<file path="config.mk">
export PLATFORM = sky130hd
export DESIGN_NAME = ntt_pair_scheduler
export DESIGN_NICKNAME = d
export VERILOG_FILES = /design/src/rtl/ntt_pkg.sv /design/src/rtl/ntt_index_decode.sv /design/src/rtl/ntt_pair_scheduler.sv
export SDC_FILE = /design/constraint.sdc
export NUM_CORES = 1
export LEC_CHECK = 0
export ABC_AREA = 1
export CAP_MARGIN = 30
export CORE_AREA = 3 3 167 169
export CTS_BUF_LIST = sky130_fd_sc_hd__clkbuf_8
export DETAILED_ROUTE_END_ITERATION = 8
export DIE_AREA = 0 0 170 172
export GPL_TIMING_DRIVEN = 0
export PLACE_DENSITY_LB_ADDON = 0.2
export REMOVE_ABC_BUFFERS = 1
export SYNTH_ARGS = -nofsm -noshare
export SYNTH_HDL_FRONTEND = slang
export SYNTH_SLANG_ARGS = --single-unit
</file>
<file path="constraint.sdc">
create_clock -name clk -period 7.85 [get_ports clk]
set_input_delay 0.785 -clock clk [delete_from_list [all_inputs] [get_ports clk]]
set_output_delay 0.785 -clock clk [all_outputs]
set_load 0.01 [all_outputs]
</file>
<file path="src/rtl/ntt_pkg.sv">
// Shared types and constants for the NTT pipeline: the FIFO entry layout
// and the pair-scheduler state encoding.
package ntt_pkg;

  localparam int N    = 256;
  localparam int LOGN = 8;

  typedef enum logic [1:0] {
    S_IDLE    = 2'd0,
    S_ISSUE   = 2'd1,
    S_WAIT_WB = 2'd2,
    S_DONE    = 2'd3
  } sched_state_t;

  typedef struct packed {
    logic        is_intt;
    logic [7:0]  stage;
    logic [7:0]  counter;
    logic [31:0] index1;
    logic [31:0] index2;
    logic [31:0] index3;
    logic [31:0] index4;
    logic [31:0] tf_index1;
    logic [31:0] tf_index2;
  } ntt_pipeline_data_t;

endpackage

</file>
<file path="src/rtl/ntt_index_decode.sv">
// Maps (stage, butterfly number, direction) to the two coefficient addresses
// and the twiddle-table index of one radix-2 butterfly.
module ntt_index_decode #(
  parameter int N    = ntt_pkg::N,
  parameter int LOGN = ntt_pkg::LOGN
) (
  input  logic [LOGN-1:0] s,
  input  logic [LOGN-2:0] bfly,
  input  logic            is_intt,
  output logic [LOGN-1:0] idx_lo,
  output logic [LOGN-1:0] idx_hi,
  output logic [LOGN-1:0] tf
);

  localparam logic [LOGN-1:0] LAST_S = LOGN'(LOGN - 1);
  localparam logic [LOGN-1:0] ONE    = LOGN'(1);
  localparam logic [LOGN:0]   N_W    = (LOGN + 1)'(N);

  logic [LOGN-1:0] lg;
  logic [LOGN-1:0] bw;
  logic [LOGN-1:0] len;
  logic [LOGN-1:0] grp;
  logic [LOGN-1:0] ofs;

  // Group length is a power of two, so divide/modulo reduce to shift/mask.
  // Everything stays below N, so modulo-N arithmetic is exact.
  always_comb begin
    lg     = is_intt ? s : (LAST_S - s);
    bw     = LOGN'(bfly);
    len    = ONE << lg;
    grp    = bw >> lg;
    ofs    = bw & (len - ONE);
    idx_lo = ((grp << lg) << 1) + ofs;
    idx_hi = idx_lo + len;
    if (is_intt) begin
      tf = LOGN'(N_W >> s) - ONE - grp;
    end else begin
      tf = (ONE << s) + grp;
    end
  end

endmodule

</file>
<file path="src/rtl/ntt_pair_scheduler.sv">
// Walks every stage of a radix-2 NTT/INTT, issuing two butterflies per entry
// toward the pipeline FIFO, with a writeback barrier between stages.
module ntt_pair_scheduler #(
  parameter int N    = ntt_pkg::N,
  parameter int LOGN = ntt_pkg::LOGN
) (
  input  logic                        clk,
  input  logic                        reset,
  input  logic                        start,
  input  logic                        start_is_intt,
  output logic                        out_valid,
  input  logic                        out_ready,
  output logic                        out_is_intt,
  output logic [7:0]                  out_stage,
  output logic [7:0]                  out_counter,
  output logic [31:0]                 out_index1,
  output logic [31:0]                 out_index2,
  output logic [31:0]                 out_index3,
  output logic [31:0]                 out_index4,
  output logic [31:0]                 out_tf_index1,
  output logic [31:0]                 out_tf_index2,
  input  logic                        wb_ack,
  output logic                        busy,
  output logic                        done,
  output ntt_pkg::ntt_pipeline_data_t write_data,
  output logic                        write_en
);

  import ntt_pkg::*;

  localparam logic [LOGN-1:0] LAST_S = LOGN'(LOGN - 1);
  localparam logic [LOGN-1:0] S_STEP = LOGN'(1);
  localparam logic [LOGN-2:0] LAST_B = (LOGN - 1)'(N / 2 - 2);
  localparam logic [LOGN-2:0] B_STEP = (LOGN - 1)'(2);

  sched_state_t    state;
  logic [LOGN-1:0] s;
  logic [LOGN-2:0] b;
  logic            is_intt;

  logic [LOGN-1:0] a_lo, a_hi, a_tf;
  logic [LOGN-1:0] b_lo, b_hi, b_tf;

  always_ff @(posedge clk) begin
    if (reset) begin
      state   <= S_IDLE;
      s       <= '0;
      b       <= '0;
      is_intt <= 1'b0;
    end else begin
      case (state)
        S_IDLE: begin
          if (start) begin
            is_intt <= start_is_intt;
            s       <= '0;
            b       <= '0;
            state   <= S_ISSUE;
          end
        end
        S_ISSUE: begin
          if (out_ready) begin
            if (b == LAST_B) begin
              state <= S_WAIT_WB;
            end else begin
              b <= b + B_STEP;
            end
          end
        end
        // Only a pulse seen while already waiting releases the barrier.
        S_WAIT_WB: begin
          if (wb_ack) begin
            if (s == LAST_S) begin
              state <= S_DONE;
            end else begin
              s     <= s + S_STEP;
              b     <= '0;
              state <= S_ISSUE;
            end
          end
        end
        S_DONE:  state <= S_IDLE;
        default: state <= S_IDLE;
      endcase
    end
  end

  ntt_index_decode #(.N(N), .LOGN(LOGN)) u_dec_a (
    .s      (s),
    .bfly   (b),
    .is_intt(is_intt),
    .idx_lo (a_lo),
    .idx_hi (a_hi),
    .tf     (a_tf)
  );

  ntt_index_decode #(.N(N), .LOGN(LOGN)) u_dec_b (
    .s      (s),
    .bfly   ({b[LOGN-2:1], 1'b1}),
    .is_intt(is_intt),
    .idx_lo (b_lo),
    .idx_hi (b_hi),
    .tf     (b_tf)
  );

  assign out_valid   = (state == S_ISSUE);
  assign busy        = (state != S_IDLE);
  assign done        = (state == S_DONE);
  assign write_en    = out_valid && out_ready;
  assign out_is_intt = is_intt;
  assign out_stage   = 8'(s);
  assign out_counter = 8'(b >> 1);

  // Address fields read zero outside ISSUE so the idle/reset bus is all-zero.
  assign out_index1    = out_valid ? 32'(a_lo) : '0;
  assign out_index2    = out_valid ? 32'(a_hi) : '0;
  assign out_tf_index1 = out_valid ? 32'(a_tf) : '0;
  assign out_index3    = out_valid ? 32'(b_lo) : '0;
  assign out_index4    = out_valid ? 32'(b_hi) : '0;
  assign out_tf_index2 = out_valid ? 32'(b_tf) : '0;

  always_comb begin
    write_data           = '0;
    write_data.is_intt   = out_is_intt;
    write_data.stage     = out_stage;
    write_data.counter   = out_counter;
    write_data.index1    = out_index1;
    write_data.index2    = out_index2;
    write_data.index3    = out_index3;
    write_data.index4    = out_index4;
    write_data.tf_index1 = out_tf_index1;
    write_data.tf_index2 = out_tf_index2;
  end

endmodule

</file>
==> results of run 1 <==
-- sequential cells by signal, indices dropped and copies added, names as in the netlist --
signal	flops
out_is_intt	1
state	2
b	6
out_stage	8
-- power breakdown --
part,leakage (nW),switching (mW),internal (mW)
combinational,3.45,0.551,0.331
clock,0.0269,0.0311,0.0347
sequential,0.138,0.0141,0.0915
-- worst max-delay path by stage --
stage | start | to | slack [ps]
floorplan | out_is_intt | out_index4[7] | 2010
global placement | out_is_intt | out_index4[7] | 450
detailed placement | out_is_intt | write_data[71] | 900
CTS | out_stage[3] | write_data[71] | 600
global route | out_is_intt | out_index2[7] | 30
finish | out_is_intt | write_data[71] | 610
-- synthesized netlist by cell type, types with 4 or more instances --
cell / number
buf_4: 358
inv_1: 126
nand2_1: 118
a21oi_1: 78
nor2_1: 77
nand3_1: 48
ha_1: 46
o21ai_0: 42
nor3_1: 25
dfxtp_1: 17
xor2_1: 12
fa_1: 8
inv_2: 8
a211oi_1: 7
nand2_2: 7
nand4_1: 7
clkbuf_1: 6
nand3_2: 5
a311oi_1: 4
buf_2: 4
nor2_2: 4
o31ai_1: 4
-- worst register-to-register path, delay by kind of cell (launching register included) --
kind	cells	cell delay (ps)
and+or+nand+nor	8	1160
DFF	1	670
buffers and inverters	2	310
adders and majority gates	1	310
AOI/OAI and AO/OA	2	270
-- cells in the final DEF, fill, tap and decap left out, drive strengths merged, types with 17 or more instances in the layout --
cell type and n:
conb 296, inv 137, clkdlybuf4s50 133, nand2 127, nor2 87, a21oi 78, nand3 53, ha 46
o21ai 45, nor3 25, dfxtp 17
-- layer usage --
layer  up-vias  routed length (um)  share of wire (%)  GRT usage, %
met5         -                   0                  0             0
li1       2870                   -                  -             -
met2       261                8840                 49          20.1
met4         0                  99               0.55          1.31
met3         8                1060                5.9         0.549
met1      2512                8040                 45          15.5
-- kinds of logic after synthesis --
logic type / after synthesis / synth area share, %
xor gates and xnor gates: 17 / 2.71
other: 2 / 0.109
muxes: 1 / 0.145
AOI/OAI and AO/OA: 152 / 12.3
buffers and inverters: 509 / 47.7
adders and majority gates: 54 / 10.7
and+or+nand+nor: 314 / 21.5
DFF: 17 / 4.95
-- cell type report --
type / count / area, um2 / share of cell area (%)
well taps: 341 / 427 / 6.00
multi-input cells: 834 / 4370 / 61.4
inverters: 138 / 523 / 7.35
repair buffers: 136 / 1410 / 19.9
clock buffers: 3 / 41.3 / 0.580
clock inverters: 1 / 3.75 / 0.0527
flip-flops and latches: 17 / 340 / 4.78
-- stage by stage --
step / setup slack, ps / hold WS (ps) / utilization (%) / area [um2] / cells
2_1_floorplan: 2010 / 578 / - / 5230 / 989
3_3_place_gp: 451 / 542 / 26.1 / 6990 / 1463
3_5_place_dp: 900 / 543 / 26.5 / 7070 / 1466
4_1_cts: 597 / 560 / 26.6 / 7120 / 1470
5_1_grt: 30.3 / 600 / 26.6 / 7120 / 1470
6_report: 612 / 559 / 26.6 / 7120 / 1470
==> impl_results.md, run 1 <==
* Status: finished clean
* Final Cycle Share at 92.2%
* Postcts setup bufs at 0
* Root Buffer: clkbuf_8
* Endpoints failing setup at 0
* Via density at 3.84
* Maximum vdd drop at roughly 0.000060 V
* H-tree levels at 1
* Worst reg2reg path depth at 13
* Count of port buffers added during placement at 133
* Worst r2r dst: out_stage[6]
* CTS Buffer Depth at 2
* Ant. Diodes at 0
* Routed WL at 18000 um
* Clock skew at 1.48 ps
* Crit. End Element: primary output
* Startpoint types: register
* Cell row count at 60
* Total CTS buffers at 3
* Critical Path Stages at 28
* # IOs at 428
* RR Startpoint: out_stage[3]
* Initial antenna violation count at 0
* Hold WC Path Type: reg2reg
* Total gr overflow at 0
* Core Box Area at around 27000 um2
* CP max stage delay at 860 ps
* CP Max Fanout at 11
* CTS tree: done
* Post-synthesis instance area at 6880 um2
* Rel. slew slack at 33.0%
* WP data arrival at around 6500 ps
* WP data required at 7070 ps
* Post-Syn Instances at between 1000 and 1500
* Final Net Count at 1190
* First-pass iteration count of the detailed router at 5
* DR iter-0 viols at 245
* Fmax at around 140 MHz
* Hold Vio Cnt, Final at 0
* Placer Congestion at 0.831
* Worst-path clk slew at 70 ps
* Sequential share of the synthesized area at under 10%
* Largest delay contributor family on the critical path: simple AND/OR/NAND/NOR gates
* Total power at 1.05 mW
* Post-synthesis cell type count at 49
* Unrepaired setup endpoints after global routing: false
* Synth Flop Type: dfxtp_1
* Worst hold path endpoint: out_stage[6]
* EDFF count, synth at 0
* Cell taking the most area after synthesis: buf_4
* Sink Count at 17
* Mean Syn Cell Area at 6.46 um2
* Detailed placement HPWL at around 16000 um
* Bufs and invs on worst path at 6
* Die Ht at roughly 170 um
* R2R setup slack at a little over 5000 ps
* Yosys reg bits at 17
* ANT nets after route at 0
* Synth Warn # at 0
* Tmin final at between 7000 and 8000 ps
* WL/cell at between 10 and 15 um
* Largest net degree at the start of global routing at 26
* Max stage delay cell, worst path: xnor2_1
* Die Footprint at 29200 um2
* Async S/R FF share, synth at 0%
* CTS-repair resized insts at 0
* Skew-Pair Late Insertion Delay at 250 ps
* DR vias at between 5000 and 6000
* Setup TNS at 0 ps
* Worst-Margin Slew at 997 ps
* Worst Hold Launch: out_stage[5]
* Number of max-cap violations at 0
* Leakage power at 3.62 nW
* Kind of critical path: reg2out
* Post-synth top area share at 39.1%
* Fraction of layout cells with a size suffix above 1 at 4.25%
* Die Wd at approximately 170 um
* GRT Util Overall at 11.3%
* Vias in the first global route at 5027
* Starting density of the core at approximately a quarter
* Global-route wire length before repair at 26800 um
* Fillers at 3037
* Most used cell, CP: nand2_1
* Drc violations at 0
* Power Density at about 150 nW/um2
* Count of pins over their slew limit at 0
* Dominant cells by area after synthesis: buf_4 (39%), ha_1 (8.4%), inv_1 (6.9%)
* CTS Hold Bufs at 0
* Area Overhead vs Synth at 3.42%
* Worst hold path depth at 1
Power figures use the tool's default switching activity.
==> inputs of run 2 (changes only) <==
--- a/config.mk
+++ b/config.mk
@@ -9,11 +9,13 @@
 export CAP_MARGIN = 30
 export CORE_AREA = 3 3 167 169
 export CTS_BUF_LIST = sky130_fd_sc_hd__clkbuf_8
+export CTS_CLUSTER_DIAMETER = 50
 export DETAILED_ROUTE_END_ITERATION = 8
 export DIE_AREA = 0 0 170 172
 export GPL_TIMING_DRIVEN = 0
 export PLACE_DENSITY_LB_ADDON = 0.2
 export REMOVE_ABC_BUFFERS = 1
+export SLEW_MARGIN = 20
 export SYNTH_ARGS = -nofsm -noshare
 export SYNTH_HDL_FRONTEND = slang
 export SYNTH_SLANG_ARGS = --single-unit
==> run 2 against run 1 <==
Effect of this change: final cell count decreased by 0.14%; sequential cell count unchanged; critical path type unchanged; via count increased by 0.14%; global-route usage increased by 0.083 points; highest routed layer unchanged; die area unchanged; power decreased by 1.5%; wire length about the same; clock-buffer cell count unchanged; utilization decreased by 0.25 points; worst setup slack improved by 89 ps.
==> impl_results.md, run 2 (synthesis gave the netlist of run 1 again) <==
* WP data required at 7070 ps (about the same)
* CTS Buffer Depth at 2 (unchanged)
* H-tree levels at 1 (unchanged)
* Root Buffer: clkbuf_8 (unchanged)
* Vias in the first global route at 5103 (was 5027)
* Routed WL at 18000 um (about the same)
* DR vias at 5659 (was 5651)
* Max stage delay cell, worst path: dfxtp_1 (was xnor2_1)
* Initial antenna violation count at 0 (unchanged)
* Rel. slew slack at 39.3% (was 33.0%)
* WL/cell at 12.3 um (about the same)
* Final Net Count at 1188 (was 1190)
* Setup TNS at 0 ps (unchanged)
* Most frequent cells in the layout: conb_1 (296), clkdlybuf4s50_1 (133), inv_1 (127) (unchanged)
* Unrepaired setup endpoints after global routing: false (unchanged)
* Area Overhead vs Synth at 2.44% (was 3.42%)
* DR iter-0 viols at 182 (was 245)
* Power Density at 147 nW/um2 (was 148 nW/um2)
* Count of pins over their slew limit at 0 (unchanged)
* GRT Util Overall at 11.3% (about the same)
* Max reg flops at 8 (unchanged)
* Die Footprint at 29200 um2 (unchanged)
* Largest net degree at the start of global routing at 35 (was 26)
* Global-route wire length before repair at 27000 um (was 26800 um)
* Startpoint types: register (unchanged)
* Ant. Diodes at 0 (unchanged)
* Total CTS buffers at 3 (unchanged)
* # IOs at 428 (unchanged)
* Fraction of layout cells with a size suffix above 1 at 4.26% (was 4.25%)
* Detailed placement HPWL at 15500 um (was 15800 um)
* CTS Hold Bufs at 0 (unchanged)
* Hold WS at 561 ps (was 559 ps)
* CP Max Fanout at 10 (was 11)
* Final Cycle Share at 91.1% (was 92.2%)
* Hold WC Path Type: reg2reg (unchanged)
* CTS tree: done (unchanged)
* Status: finished clean (unchanged)
* Core Box Area at 26700 um2 (unchanged)
* Placer Congestion at 0.831 (unchanged)
* Postcts setup bufs at 0 (unchanged)
* CP max stage delay at 680 ps (was 860 ps)
* Clock skew at 4.69 ps (was 1.48 ps)
* Worst-path clk slew at 70 ps (about the same)
* First-pass iteration count of the detailed router at 4 (was 5)
* Sink Count at 17 (unchanged)
* CTS-repair resized insts at 0 (unchanged)
* Drc violations at 0 (unchanged)
* Number of max-cap violations at 0 (unchanged)
* Total gr overflow at 0 (unchanged)
* Most common cell after layout, fill and taps aside: conb_1 (unchanged)
* Fmax at 140 MHz (was 138 MHz)
* Maximum vdd drop at 0.0000655 V (was 0.0000596 V)
* Hold Vio Cnt, Final at 0 (unchanged)
* Leakage power at 3.59 nW (was 3.62 nW)
* Crit. End Element: primary output (unchanged)
* Worst-Margin Slew at 903 ps (was 997 ps)
* Cell total after placement at 1463 (was 1466)
* Skew-Pair Late Insertion Delay at 250 ps (about the same)
* Cell row count at 60 (unchanged)
* ANT nets after route at 0 (unchanged)
* Tmin final at 7150 ps (was 7240 ps)
* Fillers at 3027 (was 3037)
* Most used cell, CP: nand2_1 (unchanged)
* WP data arrival at 6360 ps (was 6450 ps)
* Die Ht at 172 um (unchanged)
* Via density at 3.85 (was 3.84)
* Count of port buffers added during placement at 133 (unchanged)
* Kind of critical path: reg2out (unchanged)
* Starting density of the core at 25.7% (unchanged)
* Endpoints failing setup at 0 (unchanged)
* Die Wd at 170 um (unchanged)
* Final std cells w/o fill at 1468 (was 1470)
==> run 2: final cells by class <==
| type | instances | area, um2 | area share (%) |
|---|---|---|---|
| clock buffer | 3 | 41.3 | 0.586 |
| clock inverter | 1 | 3.75 | 0.0532 |
| sequential | 17 | 342 | 4.85 |
| tap | 341 | 427 | 6.05 |
| timing repair buffer | 134 | 1340 | 19.0 |
| multi-input combinational | 834 | 4370 | 62.0 |
| inverter | 138 | 524 | 7.44 |
==> run 2: worst max-delay path: cells and delay by family (launching register included) <==
family	cells	cell delay (ps)
and+or+nand+nor	20	2270
adders and majority gates	3	870
buffers and inverters	8	1350
xor gates and xnor gates	2	390
DFF	1	680
AOI/OAI and AO/OA	3	530
==> run 2: worst paths after layout <==
path                              startpoint             end  slack [ps]  cells past startpoint
worst max register to register  out_stage[3]    out_stage[6]        5040                     13
worst min register to register  out_stage[5]    out_stage[6]         560                      1
worst min-delay path            out_stage[5]    out_stage[6]         560                      1
worst max-delay path            out_stage[3]  write_data[71]         700                     36
==> run 2: through the flow <==
step,setup slack [ps],utilization (%),instance area (um2),total power [mW]
2_1_floorplan,2010,-,5230,0.650
3_3_place_gp,451,26.1,6990,0.975
3_5_place_dp,755,26.2,7000,0.974
4_1_cts,474,26.3,7040,1.05
5_1_grt,7.35,26.4,7050,1.16
6_report,701,26.4,7050,1.04
==> run 2: routing by layer <==
metal,GRT usage (%),part of all wire (%),vias to the layer above
met5,0,0,-
met4,1.27,0.54,0
met2,20.6,49,244
li1,-,-,2876
met3,0.617,5.1,9
met1,15.4,45,2530
==> run 2: power by group <==
group          switching, mW  internal [mW]  leakage, nW
logic                  0.542          0.317         3.42
clock network         0.0307         0.0347       0.0269
registers             0.0210         0.0917        0.138
